--- config.mk ---
export PLATFORM = sky130hd
export DESIGN_NAME = regfile_bwclr
export DESIGN_NICKNAME = d
export VERILOG_FILES = /design/src/rtl/regfile_bwclr_pkg.sv /design/src/rtl/regfile_bwclr_byte_merge.sv /design/src/rtl/regfile_bwclr.sv
export SDC_FILE = /design/constraint.sdc
export NUM_CORES = 2
export LEC_CHECK = 0
export BUFFER_PORTS_ARGS = -buffer_cell sky130_fd_sc_hd__buf_4
export CAP_MARGIN = 20
export CORE_MARGIN = 2
export CORE_UTILIZATION = 60
export CTS_CLUSTER_DIAMETER = 150
export DETAILED_ROUTE_END_ITERATION = 8
export MAX_ROUTING_LAYER = met4
export PLACE_DENSITY_LB_ADDON = 0.1
export SYNTH_ARGS = -nofsm -noshare
export SYNTH_HDL_FRONTEND = slang
export SYNTH_SLANG_ARGS = --single-unit
--- constraint.sdc ---
create_clock -name clk -period 5.5 [get_ports clk]
set_input_delay 0.275 -clock clk [delete_from_list [all_inputs] [get_ports clk]]
set_output_delay 0.275 -clock clk [all_outputs]
set_load 0.01 [all_outputs]
--- src/rtl/regfile_bwclr_pkg.sv ---
// regfile_pkg: shared defaults and types for the regfile_bwclr slice.
//   DEF_ADDR_W / DEF_DATA_W : default address and word widths
//   NBYTES                  : byte-lane count for the default word width
//   state_t                 : sweep/run FSM encoding
`timescale 1ns/1ps
package regfile_pkg;
  localparam int DEF_ADDR_W = 5;
  localparam int DEF_DATA_W = 32;
  localparam int NBYTES     = DEF_DATA_W / 8;

  typedef enum logic {
    ST_CLEAR = 1'b0,
    ST_RUN   = 1'b1
  } state_t;
endpackage

--- src/rtl/regfile_bwclr_byte_merge.sv ---
// byte_merge: combinational byte-lane merge.
//   i_old    : current word
//   i_new    : incoming word
//   i_mask   : one bit per byte lane; set lanes take i_new
//   o_merged : resulting word
`timescale 1ns/1ps
module byte_merge #(
  parameter int DATA_W = 32
) (
  input  logic [DATA_W-1:0]   i_old,
  input  logic [DATA_W-1:0]   i_new,
  input  logic [DATA_W/8-1:0] i_mask,
  output logic [DATA_W-1:0]   o_merged
);
  always_comb begin
    o_merged = i_old;
    for (int unsigned i = 0; i < DATA_W / 8; i++) begin
      if (i_mask[i]) o_merged[8*i +: 8] = i_new[8*i +: 8];
    end
  end
endmodule

--- src/rtl/regfile_bwclr.sv ---
// regfile_bwclr: dual-read, single-write register file with byte write
// enables, registered reads and a post-reset clear sweep of every word.
//   clk, reset          : clock, synchronous active-high reset
//   wen                 : per-byte write enables for mem[waddr]
//   ren                 : read enables (bit0 port 1, bit1 port 2)
//   raddr1/2, rdata1/2  : read addresses and registered read data
//   waddr, wdata        : write address and data
//   test_addr/test_data : unregistered debug read of raw memory
//   busy                : clear sweep in progress, all accesses blocked
// Build option: define REGFILE_BYPASS_EN to forward same-edge write data
// (merged per byte) to a read of the address being written; otherwise a
// same-edge read returns the old contents.
`timescale 1ns/1ps
module regfile_bwclr
  import regfile_pkg::*;
#(
  parameter int ADDR_W = DEF_ADDR_W,
  parameter int DATA_W = DEF_DATA_W
) (
  input  logic                clk,
  input  logic                reset,
  input  logic [DATA_W/8-1:0] wen,
  input  logic [1:0]          ren,
  input  logic [ADDR_W-1:0]   raddr1,
  input  logic [ADDR_W-1:0]   raddr2,
  input  logic [ADDR_W-1:0]   waddr,
  input  logic [DATA_W-1:0]   wdata,
  output logic [DATA_W-1:0]   rdata1,
  output logic [DATA_W-1:0]   rdata2,
  input  logic [ADDR_W-1:0]   test_addr,
  output logic [DATA_W-1:0]   test_data,
  output logic                busy
);
  localparam int DEPTH = 1 << ADDR_W;

  state_t              r_state;
  logic [ADDR_W-1:0]   r_clr_cnt;
  logic [DATA_W-1:0]   r_mem [DEPTH];
  logic [DATA_W-1:0]   r_rdata1;
  logic [DATA_W-1:0]   r_rdata2;

  logic                w_wr_en;
  logic [DATA_W-1:0]   w_wr_old;
  logic [DATA_W-1:0]   w_wr_merged;
  logic [DATA_W-1:0]   w_rd1;
  logic [DATA_W-1:0]   w_rd2;

  assign w_wr_en  = (r_state == ST_RUN) && (|wen);
  assign w_wr_old = r_mem[waddr];

  // One merge unit serves both the write path and the bypass path: a
  // forwarded read only ever targets waddr, so the merged word is the same.
  byte_merge #(.DATA_W(DATA_W)) u_merge (
    .i_old    (w_wr_old),
    .i_new    (wdata),
    .i_mask   (wen),
    .o_merged (w_wr_merged)
  );

`ifdef REGFILE_BYPASS_EN
  always_comb begin
    w_rd1 = r_mem[raddr1];
    w_rd2 = r_mem[raddr2];
    if (w_wr_en && (raddr1 == waddr)) w_rd1 = w_wr_merged;
    if (w_wr_en && (raddr2 == waddr)) w_rd2 = w_wr_merged;
  end
`else
  assign w_rd1 = r_mem[raddr1];
  assign w_rd2 = r_mem[raddr2];
`endif

  // FSM, sweep counter and read registers.
  always_ff @(posedge clk) begin
    if (reset) begin
      r_state   <= ST_CLEAR;
      r_clr_cnt <= '0;
      r_rdata1  <= '0;
      r_rdata2  <= '0;
    end else begin
      case (r_state)
        ST_CLEAR: begin
          r_clr_cnt <= r_clr_cnt + ADDR_W'(1);
          if (r_clr_cnt == '1) r_state <= ST_RUN;
        end
        ST_RUN: begin
          if (ren[0]) r_rdata1 <= w_rd1;
          if (ren[1]) r_rdata2 <= w_rd2;
        end
        default: r_state <= ST_CLEAR;
      endcase
    end
  end

  // Memory has no reset of its own; it is left untouched while reset is
  // held and zeroed word by word once the sweep runs.
  always_ff @(posedge clk) begin
    if (!reset) begin
      if (r_state == ST_CLEAR) r_mem[r_clr_cnt] <= '0;
      else if (w_wr_en)        r_mem[waddr]     <= w_wr_merged;
    end
  end

  assign rdata1    = r_rdata1;
  assign rdata2    = r_rdata2;
  assign test_data = r_mem[test_addr];
  assign busy      = (r_state == ST_CLEAR);
endmodule

# Yosys cells after proc, flatten, opt, wreduce, memory -nomap -nowiden

Memory sizes are Yosys's and may differ from the RTL's. A register that Yosys moved wholly into a read port is not among the register bits.
Cells that the tools add are included.

Multiplexer cells: 16
Equal/unequal tests: 5
Bitwise logic cells: 1
$add $sub $neg: 1
Reduce and logical (&&, ||, !) cells: 9

Operators with widths:

| kind                | number |
|---|---|
| $mux 32             | 1 |
| $mux 8              | 4 |
| $reduce_or 32->1    | 1 |
| $reduce_and 2->1    | 6 |
| $mux 1              | 9 |
| $add 5x1->5 const B | 1 |
| $eq 5x5->1 const B  | 1 |
| $mux 5              | 1 |
| $mux 4              | 1 |
| $ne 1x1->1 const B  | 4 |
| $reduce_or 4->1     | 1 |
| $logic_and 1x1->1   | 1 |
| $not 1->1           | 1 |

Output and inout port bits: 97
Word-level logic and storage cells: 35
Register bits: 6
Input bits: 60
Memories kept: 1
Bits in writable memories: 1024

Memories:

| name  | words | bits a word | read ports | clocked after Yosys merged registers in | write ports | line                | text |
|---|---|---|---|---|---|---|---|
| r_mem | 32    | 32          | 3          | 2                                       | 1           | regfile_bwclr.sv:38 | `logic [DATA_W-1:0] r_mem [DEPTH];` |

# Longest topological paths before layout

Word-level depth: 9
Mapped depth: 8

# Cells and area by module

From an unflattened synthesis, not the netlist that was laid out.

Cells, all modules: 4459
Area total of the unflattened synthesis: 67385.9 µm²

By module, submodules not included:

| module        | cells an instance | sequential area each (µm²) | times used | area an instance (µm²) |
|---|---|---|---|---|
| regfile_bwclr | 4423              | 32150.8                    | 1          | 66860.4 |
| byte_merge    | 36                | 0.0                        | 1          | 525.5 |

# Worst setup path before layout

OpenSTA, ideal clock, no wires.

Kind: input port to output port
Start: in test_addr[0]
End: out test_data[0]
Setup slack: 3.151 ns
Path buffers: 3
Data arrival time: 2.074 ns
Cell stages on the path: 6
Data required time: 5.225 ns
Cell sequence: clkbuf_1 buf_6 buf_6 mux4_2 mux4_2 mux2_2

Word-level cells in the longest chain between the ends: 1

RTL lines:

| item          | line                | text |
|---|---|---|
| from (decl)   | regfile_bwclr.sv:30 | `input logic [ADDR_W-1:0] test_addr,` |
| $mem_v2 32x32 | n/a                 |  |
| to (decl)     | regfile_bwclr.sv:31 | `output logic [DATA_W-1:0] test_data,` |

No other way between the ends.

# Worst setup path in the final report

Start: in wen[1]
End: mem r_mem[10][5] (enable)

Word-level cells in the longest chain between the ends: 9

RTL lines:

| item                                              | line                | text |
|---|---|---|
| from (decl)                                       | regfile_bwclr.sv:22 | `input logic [DATA_W/8-1:0] wen,` |
| $reduce_or 4->1                                   | regfile_bwclr.sv:48 | `assign w_wr_en = (r_state == ST_RUN) && (\|wen);` |
| $logic_and 1x1->1                                 | regfile_bwclr.sv:48 |  |
| $mux 1                                            | regfile_bwclr.sv:99 | `else if (w_wr_en) r_mem[waddr] <= w_wr_merged;` |
| $mux 1                                            | regfile_bwclr.sv:98 | `if (r_state == ST_CLEAR) r_mem[r_clr_cnt] <= '0;` |
| $mux 1                                            | regfile_bwclr.sv:97 | `if (!reset) begin` |
| $mux 1 (implied by the code)                      | regfile_bwclr.sv:99 |  |
| $reduce_and 2->1 (no line)                        | n/a                 |  |
| $reduce_or 32->1 (no line)                        | n/a                 |  |
| $mux 5 (no line) / $mux 4 (equally long branches) | n/a                 |  |
| to (decl)                                         | regfile_bwclr.sv:38 |  |

Parallel ways exist; a longest one is shown, timed or not.

==> impl_metrics.ini <==
[hold_path]
hold_class = input pin to flip-flop
worstHoldStart = wdata[24]
worst_hold_path.num_cells = 2
hold_path_end = r_mem[13][24]

[sta]
setup_ws_ns = 1.95
tightest_slew_ns = 1.28
maxSlewHeadroom = 0.135
drv_slew = 0
rsz0062_at_grt = false
hold_violations = 0
fin_crit_ns = 3.55
fin_setup_tns_ns = 0
setup_viol = 0
fin_crit_sh = 0.646
skew_ns = 0.0385
max_freq_ghz = 0.282

[logic_synthesis]
syn_nets = 4151
synth_seq_area_share = 0.539
synth_commonest_cells = mux2i_1 (1032), edfxtp_1 (1024), a22oi_1 (512)
synth.distinct_cells = 32
synthCells = 4089
netlist.area_leader.share = 0.515
async_reset_ff_frac = 0
post_synth_instance_area_mm2 = 0.0597
synth.avg_cell_area_um2 = 14.6
synth_area_leaders = edfxtp_1 (52%), mux2i_1 (17%), mux4_2 (12%)
ys_seq_elements = 1094
yosysMostFrequentCell = mux2i_1
synth_flop_cell = edfxtp_1
synth_area_leader_cell = edfxtp_1
synth_edf_count = 1024
ys_warn_count = 0

[worst_setup_path]
rrSetupSlack_ns = 1.95
r2r_start = r_state
worstPathArrival_ns = 3.89
worstPathMaxFanout = 32
crit_path_start_kind = input pin
required_ns = 5.84
path_class = input pin to flip-flop
r2r-end = r_mem[10][5]
reg2reg_depth = 7
worst_setup_path_end_kind = flip-flop

[drt]
wire_per_inst_um = 34.6
num_vias = 41400
drt-total-wl_um = 193000
route.detailed.drc = 0
drt_pass1_iterations = 6
drt_iter0_markers = 6134
viasPerCell = 7.43
drtAntennaViolNets = 0

[floorplan]
die-height_um = 319
start_util = 0.606
placementRows = 115
core_mm2 = 0.0986
die_area_mm2 = 0.102
io_pins = 157
die_x_um = 319

[clocking]
cts_buffer_depth = 3
path_clk_slew_ns = 0.06
cts_tree = built
clkSinkCount = 1094
clk_latency_ns = 0.73
h-tree-depth = 3
cts_setup_buffers = 0
cts_buffers = 116
cts_root_buffer = clkbuf_16

[cells_and_area]
drive_above_1_share = 0.211
syn2layout_area_growth_pct = 11.6
nNetsFinal = 4239

[global_route]
grt_pass1_wl_um = 275000
grt_overflow = 0
grtUsageTotal = 0.385
grt_pass1_vias = 39800
grt_start_max_net_pins = 102
antenna_found_initial = 6

[outcome]
status = completed

[placement]
dpl.hpwl_um = 112000
gp_congestion = 0.935
portBuffers = 156
place_worst_setup_slack_ns = 1.55

[power_and_ir_drop]
pwr_density_cell_mw_per_mm2 = 285
leakage_nw = 23.6
irDropWorstVdd_uv = 277

[flow_run]
drv_cap = 0
==> where the power goes <==
group          switching [mW]  total [mW]  internal, mW
sequential             0.0378        9.06          9.02
combinational            1.12        1.90         0.781
clock                    3.36        8.03          4.67
total                    4.52        19.0          14.5
==> worst max-delay path by stage <==
stage	startpoint	end	slack [ns]	depth (start not counted)
after floorplan	test_addr[0]	test_data[0]	3.15	6
after global placement	wen[1]	r_mem[10][14]	1.61	8
after detailed placement	wen[1]	r_mem[10][11]	1.55	8
after CTS	r_state	r_mem[10][14]	2.07	7
after global routing	r_state	r_mem[10][7]	1.88	7
final	wen[1]	r_mem[10][5]	1.95	8
==> layer usage <==
| layer | part of all wire | up-vias | global-route usage | wire length, um |
|---|---|---|---|---|
| met5 | 0 | - | - | 0 |
| li1 | - | 17000 | - | - |
| met1 | 0.37 | 20900 | 0.508 | 71300 |
| met2 | 0.45 | 2952 | 0.561 | 86900 |
| met4 | 0.046 | 0 | 0.166 | 8850 |
| met3 | 0.13 | 522 | 0.108 | 25700 |
==> sequential cells by signal (all words and copies together) (netlist names) <==
name,cells
r_state,1
r_clr_cnt,5
rdata2,32
r_mem,1024
rdata1,32
==> worst max-delay path, cell delays in order <==
cell and delay, ns:
buf_4 0.11, nor4_1 1.05, buf_4 0.27, nor3_4 0.04
buf_4 0.27, mux2i_1 0.69, nand2_1 0.36, nor2_1 0.81
==> what timing repair did <==
| item | CTS | global route |
|---|---|---|
| gates resized for setup | 0 | 0 |
| hold buffers | 1 | 0 |
| hold endpoints to repair | 9 | 0 |
==> area by class of cell <==
| class | count | area (um2) |
|---|---|---|
| sequential | 1094 | 32200 |
| clock buffer | 156 | 3150 |
| fill | 6888 | 32000 |
| antenna | 4 | 10.0 |
| multi-input combinational | 2620 | 25700 |
| clock inverter | 65 | 736 |
| inverter | 8 | 30.0 |
| timing repair buffer | 337 | 3230 |
| tap | 1287 | 1610 |
==> cells by family (layout without fill, tap and decap cells) <==
family                     count (synthesis)  after routing  share of synthesized area
and+or+nand+nor                          374            374                     0.0312
DFF                                     1094           1094                      0.539
adders and majority gates                  2              2                   0.000419
xor gates and xnor gates                   3              3                   0.000440
buffers and inverters                    375            566                     0.0330
other                                      0              4                          0
AOI/OAI and AO/OA                        856            856                     0.0965
muxes                                   1385           1385                      0.300
==> through the flow <==
step | instances | instance area, um2 | total power [mW] | hold slack, ns | util
final | 5571 | 66600 | 19.0 | 0.0136 | 0.676
after global routing | 5570 | 66600 | 19.4 | 0.0545 | 0.676
after CTS | 5551 | 66200 | 19.0 | 0.333 | 0.672
after detailed placement | 5329 | 62300 | 11.1 | 0.492 | 0.632
after global placement | 5328 | 62300 | 11.1 | 0.489 | 0.632
after floorplan | 4089 | 59700 | 10.5 | 0.520 | -
==> cell usage in the layout, fill, tap and decap left out, types with 8 or more instances in the layout <==
| cell | n |
|---|---|
| mux2i_1 | 1032 |
| edfxtp_1 | 1024 |
| a22oi_1 | 512 |
| mux4_2 | 320 |
| buf_4 | 285 |
| a21oi_1 | 260 |
| nor2_1 | 186 |
| clkbuf_16 | 119 |
| dfxtp_1 | 70 |
| or4_1 | 64 |
| a211oi_1 | 64 |
| mux2_2 | 33 |
| and2_1 | 33 |
| clkbuf_1 | 33 |
| buf_12 | 31 |
| clkinv_2 | 18 |
| a31oi_1 | 16 |
| nor2_2 | 16 |
| nor3_1 | 14 |
| nand2b_1 | 14 |
| bufinv_16 | 14 |
| nand2_1 | 13 |
| clkinvlp_4 | 13 |
| buf_16 | 12 |
| clkinv_1 | 11 |
| inv_1 | 8 |
(Power assumes the default switching activity.)
